$ cat src/rtl/fpu_issue_seq_if.sv
// Handshake bundle between execute, the FPU datapath and writeback for fpu_issue_seq.
// The slave modport is the sequencer view; master is the surrounding pipeline/FPU view.
interface fpu_issue_seq_if #(
    parameter int unsigned CNT_W = 4,
    parameter int unsigned OPS_W = 16
);
    logic             issue_valid;
    logic             issue_ready;
    logic [4:0]       issue_cont;
    logic [CNT_W-1:0] issue_stall;
    logic [31:0]      issue_x1;
    logic [31:0]      issue_x2;
    logic [4:0]       issue_rd;
    logic             issue_rd_float;
    logic [31:0]      fpu_x1;
    logic [31:0]      fpu_x2;
    logic [4:0]       fpu_cont;
    logic [31:0]      fpu_y;
    logic             pipe_stall;
    logic             flush;
    logic             wb_valid;
    logic             wb_ready;
    logic [31:0]      wb_data;
    logic [4:0]       wb_rd;
    logic             wb_float;
    logic [OPS_W-1:0] ops_retired;

    modport slave (
        input  issue_valid, issue_cont, issue_stall, issue_x1, issue_x2,
               issue_rd, issue_rd_float, fpu_y, flush, wb_ready,
        output issue_ready, fpu_x1, fpu_x2, fpu_cont, pipe_stall,
               wb_valid, wb_data, wb_rd, wb_float, ops_retired
    );

    modport master (
        output issue_valid, issue_cont, issue_stall, issue_x1, issue_x2,
               issue_rd, issue_rd_float, fpu_y, flush, wb_ready,
        input  issue_ready, fpu_x1, fpu_x2, fpu_cont, pipe_stall,
               wb_valid, wb_data, wb_rd, wb_float, ops_retired
    );
endinterface

$ cat src/rtl/fpu_issue_seq.sv
// Multi-cycle FPU issue/retire sequencer: holds operands for the decoded latency,
// captures the FPU result and hands it to writeback with a valid/ready handshake.
module fpu_issue_seq #(
    parameter int unsigned CNT_W = 4,
    parameter int unsigned OPS_W = 16
) (
    input logic           clk,
    input logic           rst,
    fpu_issue_seq_if.slave bus
);

    typedef enum logic [1:0] {
        IDLE,
        BUSY,
        DONE
    } state_e;

    state_e           state_q, state_d;
    logic [CNT_W-1:0] cnt_q, cnt_d;
    logic [31:0]      x1_q, x1_d;
    logic [31:0]      x2_q, x2_d;
    logic [4:0]       cont_q, cont_d;
    logic [4:0]       rd_q, rd_d;
    logic             flt_q, flt_d;
    logic [31:0]      data_q, data_d;
    logic [OPS_W-1:0] ops_q, ops_d;

    logic issue_ready;
    logic accept;

    always_ff @(posedge clk or posedge rst) begin
        if (rst) begin
            state_q <= IDLE;
            cnt_q   <= '0;
            x1_q    <= '0;
            x2_q    <= '0;
            cont_q  <= '0;
            rd_q    <= '0;
            flt_q   <= 1'b0;
            data_q  <= '0;
            ops_q   <= '0;
        end else begin
            state_q <= state_d;
            cnt_q   <= cnt_d;
            x1_q    <= x1_d;
            x2_q    <= x2_d;
            cont_q  <= cont_d;
            rd_q    <= rd_d;
            flt_q   <= flt_d;
            data_q  <= data_d;
            ops_q   <= ops_d;
        end
    end

    always_comb begin
        state_d = state_q;
        cnt_d   = cnt_q;
        x1_d    = x1_q;
        x2_d    = x2_q;
        cont_d  = cont_q;
        rd_d    = rd_q;
        flt_d   = flt_q;
        data_d  = data_q;
        ops_d   = ops_q;

        issue_ready = (state_q == IDLE) || ((state_q == DONE) && bus.wb_ready);
        accept      = bus.issue_valid && issue_ready && !bus.flush;

        case (state_q)
            IDLE: ;
            BUSY: begin
                if (bus.flush) begin
                    state_d = IDLE;
                end else if (cnt_q != '0) begin
                    cnt_d = cnt_q - CNT_W'(1);
                end else begin
                    data_d  = bus.fpu_y;
                    state_d = DONE;
                end
            end
            DONE: begin
                if (bus.flush) begin
                    state_d = IDLE;
                end else if (bus.wb_ready) begin
                    ops_d   = ops_q + OPS_W'(1);
                    state_d = IDLE;
                end
            end
            default: state_d = IDLE;
        endcase

        // Accept implies no flush, and in DONE also a retire, so it can override the case result.
        if (accept) begin
            x1_d    = bus.issue_x1;
            x2_d    = bus.issue_x2;
            cont_d  = bus.issue_cont;
            rd_d    = bus.issue_rd;
            flt_d   = bus.issue_rd_float;
            cnt_d   = bus.issue_stall;
            state_d = BUSY;
        end
    end

    assign bus.issue_ready = issue_ready;
    assign bus.pipe_stall  = (state_q == BUSY) || ((state_q == DONE) && !bus.wb_ready);
    assign bus.wb_valid    = (state_q == DONE);
    assign bus.fpu_x1      = x1_q;
    assign bus.fpu_x2      = x2_q;
    assign bus.fpu_cont    = cont_q;
    assign bus.wb_data     = data_q;
    assign bus.wb_rd       = rd_q;
    assign bus.wb_float    = flt_q;
    assign bus.ops_retired = ops_q;

endmodule
$ cat src/flat_wrapper.sv
// flat-port wrapper written by rule: the top's interface ports become plain ports
module fpu_issue_seq_flat 
#(
    parameter int unsigned CNT_W = 4,
    parameter int unsigned OPS_W = 16
)
  (clk, rst, bus_issue_valid, bus_issue_cont, bus_issue_stall, bus_issue_x1, bus_issue_x2, bus_issue_rd, bus_issue_rd_float, bus_fpu_y, bus_flush, bus_wb_ready, bus_issue_ready, bus_fpu_x1, bus_fpu_x2, bus_fpu_cont, bus_pipe_stall, bus_wb_valid, bus_wb_data, bus_wb_rd, bus_wb_float, bus_ops_retired);
  fpu_issue_seq_if #(.CNT_W(CNT_W), .OPS_W(OPS_W)) bus_i ();
  input logic clk;
  input logic rst;
  input wire logic [$bits(bus_i.issue_valid)-1:0] bus_issue_valid;
  input wire logic [$bits(bus_i.issue_cont)-1:0] bus_issue_cont;
  input wire logic [$bits(bus_i.issue_stall)-1:0] bus_issue_stall;
  input wire logic [$bits(bus_i.issue_x1)-1:0] bus_issue_x1;
  input wire logic [$bits(bus_i.issue_x2)-1:0] bus_issue_x2;
  input wire logic [$bits(bus_i.issue_rd)-1:0] bus_issue_rd;
  input wire logic [$bits(bus_i.issue_rd_float)-1:0] bus_issue_rd_float;
  input wire logic [$bits(bus_i.fpu_y)-1:0] bus_fpu_y;
  input wire logic [$bits(bus_i.flush)-1:0] bus_flush;
  input wire logic [$bits(bus_i.wb_ready)-1:0] bus_wb_ready;
  output wire logic [$bits(bus_i.issue_ready)-1:0] bus_issue_ready;
  output wire logic [$bits(bus_i.fpu_x1)-1:0] bus_fpu_x1;
  output wire logic [$bits(bus_i.fpu_x2)-1:0] bus_fpu_x2;
  output wire logic [$bits(bus_i.fpu_cont)-1:0] bus_fpu_cont;
  output wire logic [$bits(bus_i.pipe_stall)-1:0] bus_pipe_stall;
  output wire logic [$bits(bus_i.wb_valid)-1:0] bus_wb_valid;
  output wire logic [$bits(bus_i.wb_data)-1:0] bus_wb_data;
  output wire logic [$bits(bus_i.wb_rd)-1:0] bus_wb_rd;
  output wire logic [$bits(bus_i.wb_float)-1:0] bus_wb_float;
  output wire logic [$bits(bus_i.ops_retired)-1:0] bus_ops_retired;
  assign bus_i.issue_valid = bus_issue_valid;
  assign bus_i.issue_cont = bus_issue_cont;
  assign bus_i.issue_stall = bus_issue_stall;
  assign bus_i.issue_x1 = bus_issue_x1;
  assign bus_i.issue_x2 = bus_issue_x2;
  assign bus_i.issue_rd = bus_issue_rd;
  assign bus_i.issue_rd_float = bus_issue_rd_float;
  assign bus_i.fpu_y = bus_fpu_y;
  assign bus_i.flush = bus_flush;
  assign bus_i.wb_ready = bus_wb_ready;
  assign bus_issue_ready = bus_i.issue_ready;
  assign bus_fpu_x1 = bus_i.fpu_x1;
  assign bus_fpu_x2 = bus_i.fpu_x2;
  assign bus_fpu_cont = bus_i.fpu_cont;
  assign bus_pipe_stall = bus_i.pipe_stall;
  assign bus_wb_valid = bus_i.wb_valid;
  assign bus_wb_data = bus_i.wb_data;
  assign bus_wb_rd = bus_i.wb_rd;
  assign bus_wb_float = bus_i.wb_float;
  assign bus_ops_retired = bus_i.ops_retired;
  fpu_issue_seq #(.CNT_W(CNT_W), .OPS_W(OPS_W)) u_core (.clk(clk), .rst(rst), .bus(bus_i));
endmodule
$ cat config.mk
export PLATFORM = sky130hd
export DESIGN_NAME = fpu_issue_seq_flat
export DESIGN_NICKNAME = d
export VERILOG_FILES = /design/src/rtl/fpu_issue_seq_if.sv /design/src/rtl/fpu_issue_seq.sv /design/src/flat_wrapper.sv
export SDC_FILE = /design/constraint.sdc
export NUM_CORES = 1
export LEC_CHECK = 0
export BUFFER_PORTS_ARGS = -buffer_cell sky130_fd_sc_hd__buf_4
export CAP_MARGIN = 20
export CORE_AREA = 10 10 128 141
export DETAILED_ROUTE_END_ITERATION = 8
export DIE_AREA = 0 0 138 151
export PLACE_DENSITY = 0.75
export SYNTH_ARGS = -nofsm -noshare
export SYNTH_HDL_FRONTEND = slang
export SYNTH_SLANG_ARGS = --single-unit
$ cat constraint.sdc
create_clock -name clk -period 4.2 [get_ports clk]
set_input_delay 0.84 -clock clk [delete_from_list [all_inputs] [get_ports clk]]
set_output_delay 0.84 -clock clk [all_outputs]
set_load 0.02 [all_outputs]
### Yosys cells after proc, flatten, opt, wreduce, memory -nomap -nowiden

Index checks and enable logic that the tools add are counted.

* logic and storage cells: 45
* input port bits: 116
* register bits: 129
* output and inout bits: 126

* add/sub/neg operators: 2
* reductions and logical operators: 16
* mux-type cells: 10
* equality and inequality tests: 6
* bitwise logic cells: 2

Operators with widths (count)
* 16-bit by 1-bit adder with 16-bit output (second input constant): 1
* 4-bit two-way mux: 4
* 3-bit AND reduction: 4
* 2-bit two-way mux: 5
* 4-bit by 3-bit inequality test with 1-bit output (second input constant): 2
* 2-bit case mux with 3 select lines: 1
* 1-bit logical AND: 4
* 2-bit by 1-bit inequality test with 1-bit output (second input constant): 2
* 2-bit nonzero test: 2
* 4-bit nonzero test: 1
* 4-bit by 1-bit subtractor with 4-bit output (second input constant): 1
* 2-bit by 1-bit == test with 1-bit output (second input constant): 1
* 2-bit == test (second input constant): 1
* 1-bit logical NOT: 2
* 2-bit logical NOT: 1
* 1-bit logical OR: 2
* 1-bit NOT: 2

### Longest topological paths before layout

* depth in word-level cells: 7
* depth in mapped cells: 7
* gate-level depth less buffers: 6

### Worst setup path before layout

No wires, ideal clock.

* path kind: input to register
* start: input port bus_wb_ready
* end: register u_core.x1_q[10], in the netlist u_core.bus.fpu_x1[10]
* slack: 1.999 ns
* required time: 4.075 ns
* stages on the path: 5
* arrival: 2.077 ns
* setup time: 0.125 ns
* path buffers: 2
* cells stage by stage: inv_1 -> a2111oi_0 -> buf_2 -> buf_2 -> mux2_2

* cells in the longest elaborated chain, start to end: 4

RTL lines
* from (decl): RTL line flat_wrapper.sv:20 `input wire logic [$bits(bus_i.wb_ready)-1:0] bus_wb_ready;`
* 1-bit logical AND: RTL line fpu_issue_seq.sv:66 `issue_ready = (state_q == IDLE) || ((state_q == DONE) && bus.wb_ready);`
* 1-bit logical OR: RTL line fpu_issue_seq.sv:66
* 1-bit logical AND (2 in series): RTL line fpu_issue_seq.sv:67 `accept = bus.issue_valid && issue_ready && !bus.flush;`
* to (signal assigned): RTL line fpu_issue_seq.sv:35 `x1_q <= '0;`
* to (signal assigned): RTL line fpu_issue_seq.sv:45 `x1_q <= x1_d;`
* to (decl): RTL line fpu_issue_seq.sv:20 `logic [31:0] x1_q, x1_d;`

No other way between the ends.
A chain may end at the register's enable or synchronous reset.

### Worst setup path in the final report

* start: register u_core.cnt_q[0]
* end: register u_core.data_q[13], in the netlist u_core.bus.wb_data[13]

* cells in the longest elaborated chain, start to end: 3

RTL lines
* from (decl): RTL line fpu_issue_seq.sv:19 `logic [CNT_W-1:0] cnt_q, cnt_d;`
* from (signal assigned): RTL line fpu_issue_seq.sv:44 `cnt_q <= cnt_d;`
* 4-bit nonzero test: RTL line fpu_issue_seq.sv:74 `end else if (cnt_q != '0) begin`
* 1-bit NOT (no line)
* 3-bit AND reduction (no line)
* to (signal assigned): RTL line fpu_issue_seq.sv:50 `data_q <= data_d;`
* to (decl): RTL line fpu_issue_seq.sv:25 `logic [31:0] data_q, data_d;`

No other way between the ends.

==> results.json <==
{
  "nFillCells": 1299,
  "synthesis.area_mm2": 0.00519,
  "firstDrtPassIters": 4,
  "timing_hold_violations_final": 0,
  "worstReg2RegStart": "u_core.cnt_q[0]$_DFFE_PP0P_",
  "layout-area-overhead-vs-synth_pct": 50.2,
  "cts_repair_resize_count": 0,
  "drtAntennaViolNets": 0,
  "n_antenna_cell": 0,
  "cp-startpoint": "u_core.cnt_q[0]$_DFFE_PP0P_",
  "drt_drc_violations_left": 0,
  "yosys_register_bits": 129,
  "outcome": "complete, no violations",
  "antenna_violations_before_repair": 0,
  "number_of_global_route_vias_before_repair": 4021,
  "vias_per_cell": 4.52,
  "hold_path_class": "reg -> reg",
  "placedInstanceArea_mm2": 0.00717,
  "worstSkewPairLatency_ps": 410,
  "p_leak_nw": 3.87,
  "power.density_mw_per_mm2": 682,
  "unrepaired_setup_endpoints_after_global_routing": "no",
  "hold_slack_ps": 479,
  "required_ps": 4490,
  "total_detailed_routing_wirelength_mm": 14.2,
  "floorplan.initialDensity_pct": 34.5,
  "synth.net_count": 442,
  "mostFrequentLayoutCells": "sky130_fd_sc_hd__buf_4 (242), sky130_fd_sc_hd__dfrtp_1 (129), sky130_fd_sc_hd__mux2_2 (80)",
  "cts_post_setup_buffers_inserted": 0,
  "layout.cell_area.non_filler_mm2": 0.00779,
  "async_set_reset_flop_share_out_of_synthesis_pct": 100,
  "synth_edf_count": 0,
  "power_mw": 5.31,
  "number_of_cells_on_the_worst_reg_to_reg_path": 5,
  "numPortBuffers": 241,
  "tritoncts": "yes",
  "period_share_pct": 58.5,
  "hold_path_depth": 1,
  "setup.worst_path.end_class": "flip-flop",
  "post_synth_num_cell_types": 31,
  "final_net_count": 691,
  "detailedRoute.firstIterationViolations": 71,
  "final_standard_cell_count_with_taps_included_and_fillers_excluded": 781,
  "fp-row-count": 47,
  "cpMaxStageDelayCell": "sky130_fd_sc_hd__or3_2",
  "timing_max_transition_violations_final": 0,
  "cap_viol_max_count": 0,
  "die-area_mm2": 0.0208,
  "groute.usage.overall_pct": 13.2,
  "first_pass_grt_wire_length_mm": 22.1,
  "routed-via-count": 3534,
  "slew_of_the_pin_with_the_lowest_slew_margin_ps": 1010,
  "timing.critical_path.fanout_max": 33,
  "cts_max_level": 4,
  "cts-root-to-sink-buffers": 2,
  "final-setup-viol-count": 0,
  "max_stage_delay_ps": 860,
  "vdd_drop_max_v": 0.000286,
  "fp.coreArea_mm2": 0.0151,
  "maximum_number_of_pins_on_one_net_before_global_route_repair": 130,
  "dp_cells": 749,
  "cts_root_buffer": "sky130_fd_sc_hd__clkbuf_16",
  "worst_clock_skew_ps": 7.74,
  "timing.setup.tns_ps": 0,
  "syn_avg_cell_area_um2": 16.1,
  "grt_remaining_overflow": 0,
  "final_common_cell": "sky130_fd_sc_hd__buf_4",
  "post_cts_hold_buffer_count": 0,
  "timing.critical_path.from_type": "flip-flop",
  "place_congestion": 0.796,
  "i_o_pin_count": 242,
  "yosys_warnings": 0,
  "clkTransAtPathRegs_ps": 50,
  "critPathArrivalTime_ps": 2750,
  "cts.sink_count": 129,
  "die_height_um": 151,
  "dpl.hpwl_mm": 10.8,
  "cts_buffers": 17,
  "die-width_um": 138,
  "synth.yosys.seq_area_share_pct": 62.2,
  "relSlewSlack_pct": 32.8,
  "clock.fmax_mhz": 407,
  "fraction_of_final_layout_cells_sized_beyond_drive_strength_1_pct": 66.7,
  "postSynth.topFlopCell": "sky130_fd_sc_hd__dfrtp_1",
  "syn_inst": 323,
  "path_cells": "inv_1 -> ha_1 -> or3b_4 -> or3_2 -> mux2_4",
  "avgRoutedWirePerCell_um": 18.2,
  "hold_start": "u_core.bus.ops_retired[15]$_DFFE_PP0P_",
  "min_period_ps": 2460,
  "timing_worst_setup_path_type": "reg -> reg"
}
critical path: cells and delay by family, from the launching register on:
kind,cells,cell delay (ps)
fa+ha+maj,1,150
buf+inv,1,110
flops,1,370
mux,1,450
simple gates,2,1240
synth_stat cells, drive strengths merged (3+ instances only):
| cell type | count | share of area, % |
|---|---|---|
| and3 | 5 | 0.60 |
| buf | 14 | 2.6 |
| dfrtp | 129 | 62 |
| ha | 3 | 0.72 |
| inv | 7 | 0.51 |
| mux2 | 109 | 26 |
| nand2 | 8 | 0.58 |
| nand4 | 5 | 0.60 |
| nor2 | 3 | 0.22 |
| o21ai | 3 | 0.29 |
| xnor2 | 10 | 1.7 |
| xor2 | 7 | 1.2 |
logic make-up (layout without fill, tap and decap cells):
kind of cell,Yosys count,count (layout),share of synthesized area (%)
simple gates,35,35,4.00
mux,111,111,26.1
compound gates,7,7,0.892
flops,129,129,62.2
xor+xnor,17,17,2.87
buf+inv,21,283,3.14
fa+ha+maj,3,3,0.724
flip-flops by register name (all words and copies together), names as in the netlist:
name	flops
u_core.bus.wb_data	32
u_core.bus.fpu_x1	32
u_core.bus.fpu_cont	5
u_core.bus.wb_rd	5
u_core.state_q	2
u_core.cnt_q	4
u_core.bus.fpu_x2	32
u_core.bus.wb_float	1
u_core.bus.ops_retired	16
path summary, 6_finish.rpt:
kind                                                               end  slack, ps
worst max-delay path                u_core.bus.wb_data[13]$_DFFE_PP0P_       1740
worst min-delay path            u_core.bus.ops_retired[15]$_DFFE_PP0P_        480
worst min register to register  u_core.bus.ops_retired[15]$_DFFE_PP0P_        480
worst max register to register      u_core.bus.wb_data[13]$_DFFE_PP0P_       1740
min in group asynchronous           u_core.bus.fpu_cont[2]$_DFFE_PP0P_        550
max in group asynchronous        u_core.bus.ops_retired[0]$_DFFE_PP0P_       3020
layer usage:
metal  track usage, %  wire (um)  vias up
met5                0          0        -
met4             4.91        203        0
met3             7.52       1550       16
met2             21.7       7000      166
met1             14.0       5430     1721
li1                 -          -     1631
cell type report:
class / count / area (um^2) / area share, %
well taps: 196 / 245 / 3.15
inverters: 7 / 30.0 / 0.385
repair buffers: 244 / 1860 / 23.8
flip-flops and latches: 129 / 3230 / 41.4
clock buffers: 20 / 467 / 5.99
multi-input cells: 173 / 1810 / 23.2
clock inverters: 12 / 156 / 2.01
power breakdown:
group / internal, mW / total, mW / switching [mW]
Combinational: 0.975 / 1.89 / 0.915
Clock: 0.981 / 1.53 / 0.546
Sequential: 1.65 / 1.90 / 0.245
through the flow:
stage               setup WS [ps]  util, %
floorplan                    1760        -
global placement             1650     47.6
detailed placement           1650     47.6
CTS                          1740     51.8
global route                 1640     51.8
finish                       1740     51.8
No activity file was read; power rests on OpenSTA's default activity.
